## config.mk

```make
export PLATFORM = sky130hd
export DESIGN_NAME = i2c_codec_target
export DESIGN_NICKNAME = d
export VERILOG_FILES = /design/src/rtl/i2c_codec_target.sv
export SDC_FILE = /design/constraint.sdc
export NUM_CORES = 1
export LEC_CHECK = 0
export ABC_AREA = 1
export CAP_MARGIN = 20
export CORE_MARGIN = 2
export CORE_UTILIZATION = 45
export CTS_BUF_LIST = sky130_fd_sc_hd__clkbuf_4
export DETAILED_ROUTE_END_ITERATION = 12
export DONT_BUFFER_PORTS = 1
export HOLD_SLACK_MARGIN = 0.15
export RECOVER_POWER = 100
export SYNTH_ARGS = -nofsm -noshare
export SYNTH_HDL_FRONTEND = slang
export SYNTH_SLANG_ARGS = --single-unit
```

## constraint.sdc

```tcl
create_clock -name clk -period 2.89 [get_ports clk]
set_input_delay 0.578 -clock clk [delete_from_list [all_inputs] [get_ports clk]]
set_output_delay 0.578 -clock clk [all_outputs]
set_load 0.05 [all_outputs]
```

## src/rtl/i2c_codec_target.sv

```systemverilog
// I2C target receiver for codec register writes: address byte, then 7-bit reg + 9-bit data frames.
// Optional I2C_CODEC_TARGET_GLITCH_FILTER_EN adds a 3-sample majority filter on scl/sda.
module i2c_codec_target #(
  parameter logic [6:0] DEV_ADDR    = 7'h1A,
  parameter int         SYNC_STAGES = 2
) (
  input  logic       clk,
  input  logic       rst,
  input  logic       scl,
  input  logic       sda_in,
  output logic       sda_oe,
  output logic       wr_valid,
  output logic [6:0] wr_addr,
  output logic [8:0] wr_data,
  output logic       busy,
  output logic [7:0] frame_cnt
);

  typedef enum logic [2:0] {
    IDLE, ADDR, ADDR_ACK, BYTE_HI, ACK_HI, BYTE_LO, ACK_LO, IGNORE
  } state_t;

  logic [SYNC_STAGES-1:0] scl_sync_reg;
  logic [SYNC_STAGES-1:0] sda_sync_reg;
  logic                   scl_s;
  logic                   sda_s;

  // Synchronizers reset to the idle-bus level so reset release cannot look like a START.
  always_ff @(posedge clk or negedge rst) begin
    if (!rst) begin
      scl_sync_reg <= '1;
      sda_sync_reg <= '1;
    end else begin
      scl_sync_reg <= {scl_sync_reg[SYNC_STAGES-2:0], scl};
      sda_sync_reg <= {sda_sync_reg[SYNC_STAGES-2:0], sda_in};
    end
  end

`ifdef I2C_CODEC_TARGET_GLITCH_FILTER_EN
  logic [1:0] scl_tap_reg;
  logic [1:0] sda_tap_reg;
  logic       scl_flt_reg;
  logic       sda_flt_reg;
  logic       scl_raw;
  logic       sda_raw;

  assign scl_raw = scl_sync_reg[SYNC_STAGES-1];
  assign sda_raw = sda_sync_reg[SYNC_STAGES-1];

  // Majority of the current sample and two delayed taps; a lone 1-clk pulse never wins.
  always_ff @(posedge clk or negedge rst) begin
    if (!rst) begin
      scl_tap_reg <= 2'b11;
      sda_tap_reg <= 2'b11;
      scl_flt_reg <= 1'b1;
      sda_flt_reg <= 1'b1;
    end else begin
      scl_tap_reg <= {scl_tap_reg[0], scl_raw};
      sda_tap_reg <= {sda_tap_reg[0], sda_raw};
      scl_flt_reg <= (scl_raw & scl_tap_reg[0]) | (scl_raw & scl_tap_reg[1]) |
                     (scl_tap_reg[0] & scl_tap_reg[1]);
      sda_flt_reg <= (sda_raw & sda_tap_reg[0]) | (sda_raw & sda_tap_reg[1]) |
                     (sda_tap_reg[0] & sda_tap_reg[1]);
    end
  end

  assign scl_s = scl_flt_reg;
  assign sda_s = sda_flt_reg;
`else
  assign scl_s = scl_sync_reg[SYNC_STAGES-1];
  assign sda_s = sda_sync_reg[SYNC_STAGES-1];
`endif

  logic scl_prev_reg;
  logic sda_prev_reg;
  logic scl_rise;
  logic scl_fall;
  logic start_det;
  logic stop_det;

  always_ff @(posedge clk or negedge rst) begin
    if (!rst) begin
      scl_prev_reg <= 1'b1;
      sda_prev_reg <= 1'b1;
    end else begin
      scl_prev_reg <= scl_s;
      sda_prev_reg <= sda_s;
    end
  end

  assign scl_rise  = scl_s & ~scl_prev_reg;
  assign scl_fall  = ~scl_s & scl_prev_reg;
  assign start_det = scl_s & scl_prev_reg & sda_prev_reg & ~sda_s;
  assign stop_det  = scl_s & scl_prev_reg & ~sda_prev_reg & sda_s;

  state_t     state_reg;
  logic [2:0] bit_cnt_reg;
  logic [6:0] shift_reg;
  logic [7:0] hi_reg;
  logic [7:0] shifted;

  assign shifted = {shift_reg, sda_s};

  always_ff @(posedge clk or negedge rst) begin
    if (!rst) begin
      state_reg   <= IDLE;
      bit_cnt_reg <= 3'd0;
      shift_reg   <= 7'd0;
      hi_reg      <= 8'd0;
      sda_oe      <= 1'b0;
      wr_valid    <= 1'b0;
      wr_addr     <= 7'd0;
      wr_data     <= 9'd0;
      busy        <= 1'b0;
      frame_cnt   <= 8'd0;
    end else begin
      wr_valid <= 1'b0;
      if (start_det) begin
        state_reg   <= ADDR;
        bit_cnt_reg <= 3'd0;
        busy        <= 1'b1;
        sda_oe      <= 1'b0;
      end else if (stop_det) begin
        state_reg <= IDLE;
        busy      <= 1'b0;
        sda_oe    <= 1'b0;
      end else begin
        case (state_reg)
          ADDR: begin
            if (scl_rise) begin
              shift_reg   <= shifted[6:0];
              bit_cnt_reg <= bit_cnt_reg + 3'd1;
              if (bit_cnt_reg == 3'd7)
                state_reg <= (shifted[7:1] == DEV_ADDR && !shifted[0]) ? ADDR_ACK : IGNORE;
            end
          end
          // First fall after the 8th bit pulls SDA; the fall closing the ACK clock releases it.
          ADDR_ACK, ACK_HI, ACK_LO: begin
            if (scl_fall) begin
              if (!sda_oe) begin
                sda_oe <= 1'b1;
              end else begin
                sda_oe      <= 1'b0;
                bit_cnt_reg <= 3'd0;
                state_reg   <= (state_reg == ACK_HI) ? BYTE_LO : BYTE_HI;
              end
            end
          end
          BYTE_HI: begin
            if (scl_rise) begin
              shift_reg   <= shifted[6:0];
              bit_cnt_reg <= bit_cnt_reg + 3'd1;
              if (bit_cnt_reg == 3'd7) begin
                hi_reg    <= shifted;
                state_reg <= ACK_HI;
              end
            end
          end
          BYTE_LO: begin
            if (scl_rise) begin
              shift_reg   <= shifted[6:0];
              bit_cnt_reg <= bit_cnt_reg + 3'd1;
              if (bit_cnt_reg == 3'd7) begin
                wr_addr   <= hi_reg[7:1];
                wr_data   <= {hi_reg[0], shifted};
                wr_valid  <= 1'b1;
                frame_cnt <= frame_cnt + 8'd1;
                state_reg <= ACK_LO;
              end
            end
          end
          default: ;
        endcase
      end
    end
  end

endmodule

```

==> results of run 1 <==
-- routing by layer --
metal  up-vias  track usage  share of wire
li1        803            -              -
met1       691        0.214           0.52
met2        26        0.233           0.43
met3         5       0.0355          0.041
met4         0       0.0600          0.015
met5         -            0              0
-- cell type report --
cell class | count | area, um^2
Fill cell | 514 | 2630
Tap cell | 70 | 87.6
Timing Repair Buffer | 3 | 25.0
Multi-Input combinational cell | 165 | 801
Clock buffer | 6 | 45.0
Clock inverter | 2 | 37.5
Sequential cell | 54 | 1360
Inverter | 24 | 90.1
-- metrics by stage --
step	hold WS (ns)	setup slack, ns	total power, mW	area, um^2
2_1_floorplan	0.282	1.45	1.34	2340
3_3_place_gp	0.284	1.27	1.44	2400
3_5_place_dp	0.284	1.23	1.44	2400
4_1_cts	0.167	1.20	1.89	2520
5_1_grt	0.152	0.552	1.99	2440
6_report	0.192	0.822	1.83	2440
-- how the worst max path moves through the flow --
stage | start | end | cells after the start
final | scl_sync_reg[1]$_DFF_PN1_ | wr_data[0]$_DFFE_PN0P_ | 7
after global routing | scl_sync_reg[1]$_DFF_PN1_ | wr_data[6]$_DFFE_PN0P_ | 6
after floorplan | scl_sync_reg[1]$_DFF_PN1_ | frame_cnt[7]$_DFFE_PN0P_ | 9
after global placement | scl_sync_reg[1]$_DFF_PN1_ | frame_cnt[7]$_DFFE_PN0P_ | 9
after detailed placement | scl_sync_reg[1]$_DFF_PN1_ | frame_cnt[7]$_DFFE_PN0P_ | 9
after CTS | frame_cnt[5]$_DFFE_PN0P_ | frame_cnt[5] | 0
-- power by group through the flow --
| stage | clock [mW] | combinational (mW) | sequential, mW |
|---|---|---|---|
| floorplan | 0 | 0.371 | 0.969 |
| global placement | 0 | 0.449 | 0.987 |
| detailed placement | 0 | 0.453 | 0.988 |
| CTS | 0.441 | 0.479 | 0.973 |
| global route | 0.472 | 0.528 | 0.989 |
| finish | 0.423 | 0.440 | 0.971 |
-- cell families after synthesis --
kind of cell	count (synthesis)	share of synthesized area
flops	54	0.580
xor+xnor	6	0.0224
compound gates	31	0.0828
simple gates	125	0.247
fa+ha+maj	3	0.0160
buf+inv	29	0.0518
-- synthesized netlist by cell type (2+ instances only) --
| cell type | n | area share |
|---|---|---|
| nand2_2 | 6 | 0.016 |
| inv_2 | 5 | 0.0080 |
| nand3_1 | 16 | 0.034 |
| dfrtp_1 | 48 | 0.51 |
| dfstp_2 | 6 | 0.067 |
| nor2_1 | 6 | 0.0096 |
| nand3_2 | 2 | 0.0085 |
| nor2_4 | 3 | 0.014 |
| nand4_1 | 2 | 0.0053 |
| o21ai_2 | 8 | 0.030 |
| ha_1 | 3 | 0.016 |
| o21ai_1 | 9 | 0.019 |
| xor2_1 | 6 | 0.022 |
| nor3_1 | 4 | 0.0085 |
| inv_1 | 19 | 0.030 |
| buf_2 | 4 | 0.0085 |
| nand2_1 | 82 | 0.13 |
| o21ai_0 | 11 | 0.024 |
| a21oi_2 | 2 | 0.0075 |
-- worst register-to-register path: stages (launching register included) --
cell and delay, ns:
dfstp_1 0.57, inv_1 0.07, nor2_1 0.28, nand2_1 0.20
nor2_8 0.24, inv_1 0.35, nand2_1 0.14, o21ai_0 0.09
==> impl_results.md, run 1 <==
- Startpoint Class: register
- Worst Reg-to-Reg Cells: 7
- Worst-path clk slew: 0.14 ns
- Hold crit path type: in2reg
- Vias in the first global route: 1506
- Dpl hpwl: 2740 um
- # DRC: 0
- Initial DRC Count: 57
- Clk sinks: 54
- P&R area growth vs syn: 4.38%
- Final Hold Fails: 0
- H-tree depth: 2
- RD Place Congestion: 0.755
- Seq pwr share: 0.530
- DIE HEIGHT: 76.1 um
- Post-synth cell types: 25
- Final min period: 2.07 ns
- Clock power share: 0.230
- Slew @ Worst Pin: 1.28 ns
- Port buffer count: 0
- Share of layout cells above drive strength 1: 0.0906
- #FFs+latches synth: 54
- Post-synthesis cell count: 248
- R2R Setup Slk: 0.82 ns
- ANT nets after route: 0
- Via-to-Cell Ratio: 4.71
- CP Max Fanout: 25
- Final WL: 4020 um
- CORE AREA: 5070 um^2
- Final setup TNS: 0 ns
- Cell Area, Synth: 2340 um^2
- Total CTS buffers: 5
- Slew Viols, Final: 0
- Antenna Cells: 0
- Buffers inserted by post-CTS timing repair: 0
- Hold endpoint: scl_sync_reg[0]$_DFF_PN1_
- Routed wire per std cell: 12.4 um
- Ys Warns: 0
- Worst path bufs/invs: 2
- RSZ-0062 raised after global routing: false
- Outcome: complete, no violations
- Hold_buf cts: 2
- Period utilization: 0.715
- R2R Path End: wr_data[0]$_DFFE_PN0P_
- Min-Delay Startpoint: scl
- Max clock buf depth: 2
- Ports: 31
- Clk_skew: 0.0129 ns
- Sw power: 0.644 mW
- Number of synthesized flops with an enable pin: 0
- Max Cap Viol: 0
- Most frequent cells in the layout: nand2_1, dfrtp_1, o21ai_0, inv_1, nand3_1
- Routed vias: 1525
- Worst reg2reg startpoint: scl_sync_reg[1]$_DFF_PN1_
- Cell row count: 26
- Critical path arrival: 2.30 ns
- Max Fclk: 484 MHz
- Worst skew pair latency: 0.37 ns
- Endpoint class of the critical path: register
- Hold Crit Depth: 0
- Slowest stage cell, crit path: dfstp_1
- Number of gates resized after cts: 0
- Syn avg cell area: 9.44 um^2
- Max reg flops: 9
- Seq/Total Area, Yosys: 0.580
- Worst relative slew slack: 0.150
- Int Power: 1.19 mW
- Synth Net Count: 255
- CP Data Required Time: 3.12 ns
- Initial antenna violation count: 0
- Gate power share: 0.240
- Leak Pwr: 1.23 nW
- Switching part of the total power: 0.351
- Power density cells: 750 nW/um^2
- Final setup viols: 0
- Critical Path Max Stage Delay: 0.57 ns
- Max VDD drop: 0.000425 V
- WS Path Type: reg2reg
- Layout net count: 260
- Asr flop ratio synth: 1.00
- Non-Filler Instances: 324
- Critical path cell sequence: inv_1 > nor2_1 > nand2_1 > nor2_8 > inv_1 > nand2_1 > o21ai_0
- Finished Core Util: 0.482
- Die Area: 5800 um^2
- Die Wd: 76.1 um
- Root buffer cell: clkbuf_4
- Crit path max-delay family: simple AND/OR/NAND/NOR gates
- Most common flop cell mapped by yosys: dfrtp_1
- Grt ovf: 0
- Initial DRT Pass Iterations: 4
- Global-route wire length before repair: 7230 um
- Commonest non-fill, non-tap cell in the layout: nand2_1
- CTS tree: built
- All-Layer GR Usage: 0.153
- Inst Count DP: 313
- Largest net degree at the start of global routing: 55
- Starting Density: 0.462
Power figures use the tool's default switching activity.
==> inputs of run 2 (changes only) <==
- clock period: 2.89 -> 2 ns (I/O delays scaled with it)
==> run 2 against run 1 <==
Effect of this change:
- wire length fell by 0.20%
- first-iteration DRC count rose by 30%
- sequential cell count did not move
- sequential share of layout area fell by 1.3 points
- count of clock-buffer cells in the layout fell by 1
- hold slack improved by 0.18 ns
- combinational power rose by 45%
- register-to-register slack got worse by 0.56 ns
- critical endpoint is now frame_cnt[7]$_DFFE_PN0P_
- largest cell class unchanged
==> impl_results.md, run 2 (synthesized netlist as in run 1, its figures left out) <==
- Total CTS buffers: 5 (unchanged)
- Worst relative slew slack: 0.476 (was 0.150)
- Int Power: 1.59 mW (was 1.19 mW)
- Die Wd: 76.1 um (unchanged)
- RD Place Congestion: 0.757 (was 0.755)
- Commonest non-fill, non-tap cell in the layout: nand2_1 (unchanged)
- Clock power share: 0.203 (was 0.230)
- CP Max Fanout: 16 (was 25)
- Routed vias: 1589 (was 1525)
- Worst-path clk slew: 0.17 ns (was 0.14 ns)
- Global-route wire length before repair: 7200 um (was 7230 um)
- Initial DRT Pass Iterations: 4 (unchanged)
- Worst Reg-to-Reg Cells: 9 (was 7)
- Largest net degree at the start of global routing: 55 (unchanged)
- Root buffer cell: clkbuf_4 (unchanged)
- CTS tree: built (unchanged)
- Power density cells: 1020 nW/um^2 (was 750 nW/um^2)
- Cell row count: 26 (unchanged)
- All-Layer GR Usage: 0.154 (was 0.153)
- Share of layout cells above drive strength 1: 0.103 (was 0.0906)
- Buffers inserted by post-CTS timing repair: 0 (unchanged)
- GR Util met3: 0.0427 (was 0.0355)
- Routed wire per std cell: 12.1 um (was 12.4 um)
- Max clock buf depth: 2 (unchanged)
- Seq pwr share: 0.548 (was 0.530)
- Grt ovf: 0 (unchanged)
- Final WL: 4010 um (was 4020 um)
- Initial DRC Count: 74 (was 57)
- Max Cap Viol: 0 (unchanged)
- Ports: 31 (unchanged)
- Dpl hpwl: 2760 um (was 2740 um)
- Clk_skew: 0.0223 ns (was 0.0129 ns)
- Final setup TNS: 0 ns (unchanged)
- Crit path capture: frame_cnt[7]$_DFFE_PN0P_ (was wr_data[0]$_DFFE_PN0P_)
- DIE HEIGHT: 76.1 um (unchanged)
- # DRC: 0 (unchanged)
- Finished Core Util: 0.493 (was 0.482)
- Slew @ Worst Pin: 0.786 ns (was 1.28 ns)
- Max reg flops: 9 (unchanged)
- Slew Viols, Final: 0 (unchanged)
- Switching part of the total power: 0.377 (was 0.351)
- Die Area: 5800 um^2 (unchanged)
- CP Data Required Time: 2.29 ns (was 3.12 ns)
- Outcome: complete, no violations (unchanged)
- Port buffer count: 0 (unchanged)
- Hold crit path type: reg2reg (was in2reg)
- Starting Density: 0.462 (unchanged)
- Period utilization: 0.871 (was 0.715)
- Clk sinks: 54 (unchanged)
- H-tree depth: 2 (unchanged)
- Final Hold Fails: 0 (unchanged)
- Max Fclk: 574 MHz (was 484 MHz)
- Final min period: 1.74 ns (was 2.07 ns)
- ANT nets after route: 0 (unchanged)
- Sw power: 0.964 mW (was 0.644 mW)
- RSZ-0062 raised after global routing: false (unchanged)
- CORE AREA: 5070 um^2 (unchanged)
- Layout net count: 267 (was 260)
- R2R Path End: frame_cnt[7]$_DFFE_PN0P_ (was wr_data[0]$_DFFE_PN0P_)
- Leak Pwr: 1.25 nW (was 1.23 nW)
- CP Launch Point: scl_sync_reg[1]$_DFF_PN1_ (unchanged)
- Most frequent cells in the layout: nand2_1, dfrtp_1, o21ai_0, inv_1, nand3_1 (unchanged)
- P&R area growth vs syn: 6.84% (was 4.38%)
- Critical path arrival: 2.03 ns (was 2.30 ns)
- Antenna Cells: 0 (unchanged)
- Max VDD drop: 0.000551 V (was 0.000425 V)
- Grt peak-use layer: met2 (unchanged)
- Worst reg2reg startpoint: scl_sync_reg[1]$_DFF_PN1_ (unchanged)
- Final setup viols: 0 (unchanged)
- Vias in the first global route: 1499 (was 1506)
- R2R Setup Slk: 0.26 ns (was 0.82 ns)
- Gate power share: 0.249 (was 0.240)
- WS Path Type: reg2reg (unchanged)
- Endpoint class of the critical path: register (unchanged)
- Met1 Use GR: 0.215 (was 0.214)
- Initial antenna violation count: 0 (unchanged)
- Startpoint Class: register (unchanged)
- Met2 global-route usage: 0.229 (was 0.233)
- Worst skew pair latency: 0.39 ns (was 0.37 ns)
- Via-to-Cell Ratio: 4.80 (was 4.71)
-- run 2: changes by cell type in the layout (fill, tap and decap cells not counted), sizes merged --
cell,previous run,this run
clkbuf,7,11
inv,24,25
bufinv,1,0
buf,0,1
clkinvlp,1,0
clkinv,0,2
dlygate4sd3,2,3
-- run 2: critical path, cell delays in order, from the launching register on --
cell,delay (ns)
dfstp_1,0.57
inv_1,0.10
nor2_4,0.16
nand2_1,0.15
nor2_8,0.23
nand2_2,0.12
nor2_4,0.12
nand3_1,0.07
nand2_1,0.09
nand2_1,0.06
-- run 2: how the worst min path moves through the flow --
stage                                      end  slack (ns)                 startpoint  depth (start not counted)
floorplan           bit_cnt_reg[0]$_DFFE_PN0P_        0.10                        rst                          0
global placement            wr_valid$_DFF_PN0_        0.11                        rst                          0
detailed placement      wr_addr[5]$_DFFE_PN0P_        0.11                        rst                          0
CTS                  sda_sync_reg[1]$_DFF_PN1_        0.37  sda_sync_reg[0]$_DFF_PN1_                          0
global route         sda_sync_reg[1]$_DFF_PN1_        0.38  sda_sync_reg[0]$_DFF_PN1_                          0
finish               sda_sync_reg[1]$_DFF_PN1_        0.38  sda_sync_reg[0]$_DFF_PN1_                          0
-- run 2: what timing repair did --
action	CTS	global route
gates resized for setup	0	0
hold buffers	4	0
endpoints found under the hold margin	56	0
-- run 2: routing by layer --
layer  part of all wire  vias to the layer above  wire [um]
met5                  0                        -          0
met2               0.43                       25       1720
met4              0.018                        0         73
met1               0.51                      744       2030
li1                   -                      814          -
met3              0.046                        6        183
-- run 2: layout make-up --
class | instances | area (um^2)
clock inverters | 3 | 26.3
flip-flops and latches | 54 | 1360
fillers | 521 | 2570
multi-input cells | 165 | 822
well taps | 70 | 87.6
clock buffers | 5 | 37.5
repair buffers | 10 | 80.1
inverters | 24 | 90.1
-- run 2: per-stage QoR --
stage / hold WS (ns) / worst slack [ns] / area (um^2) / total power [mW] / cells
floorplan: 0.104 / 0.559 / 2340 / 1.94 / 248
global placement: 0.106 / 0.384 / 2440 / 2.07 / 319
detailed placement: 0.106 / 0.367 / 2440 / 2.08 / 319
CTS: 0.371 / 0.338 / 2560 / 2.64 / 331
global route: 0.379 / 0.116 / 2500 / 2.79 / 331
finish: 0.375 / 0.258 / 2500 / 2.56 / 331
-- run 2: power groups by stage --
| stage | Clock (mW) | Combinational (mW) | Sequential (mW) |
|---|---|---|---|
| 2_1_floorplan | 0 | 0.537 | 1.40 |
| 3_3_place_gp | 0 | 0.644 | 1.43 |
| 6_report | 0.520 | 0.636 | 1.40 |
| 5_1_grt | 0.594 | 0.767 | 1.43 |
| 3_5_place_dp | 0 | 0.650 | 1.43 |
| 4_1_cts | 0.549 | 0.685 | 1.41 |
==> inputs of run 3 (changes only) <==
- SLEW_MARGIN: not set -> 20
==> results of run 3 <==
No change in the layout: final DEF, timing and power equal those of run 2.
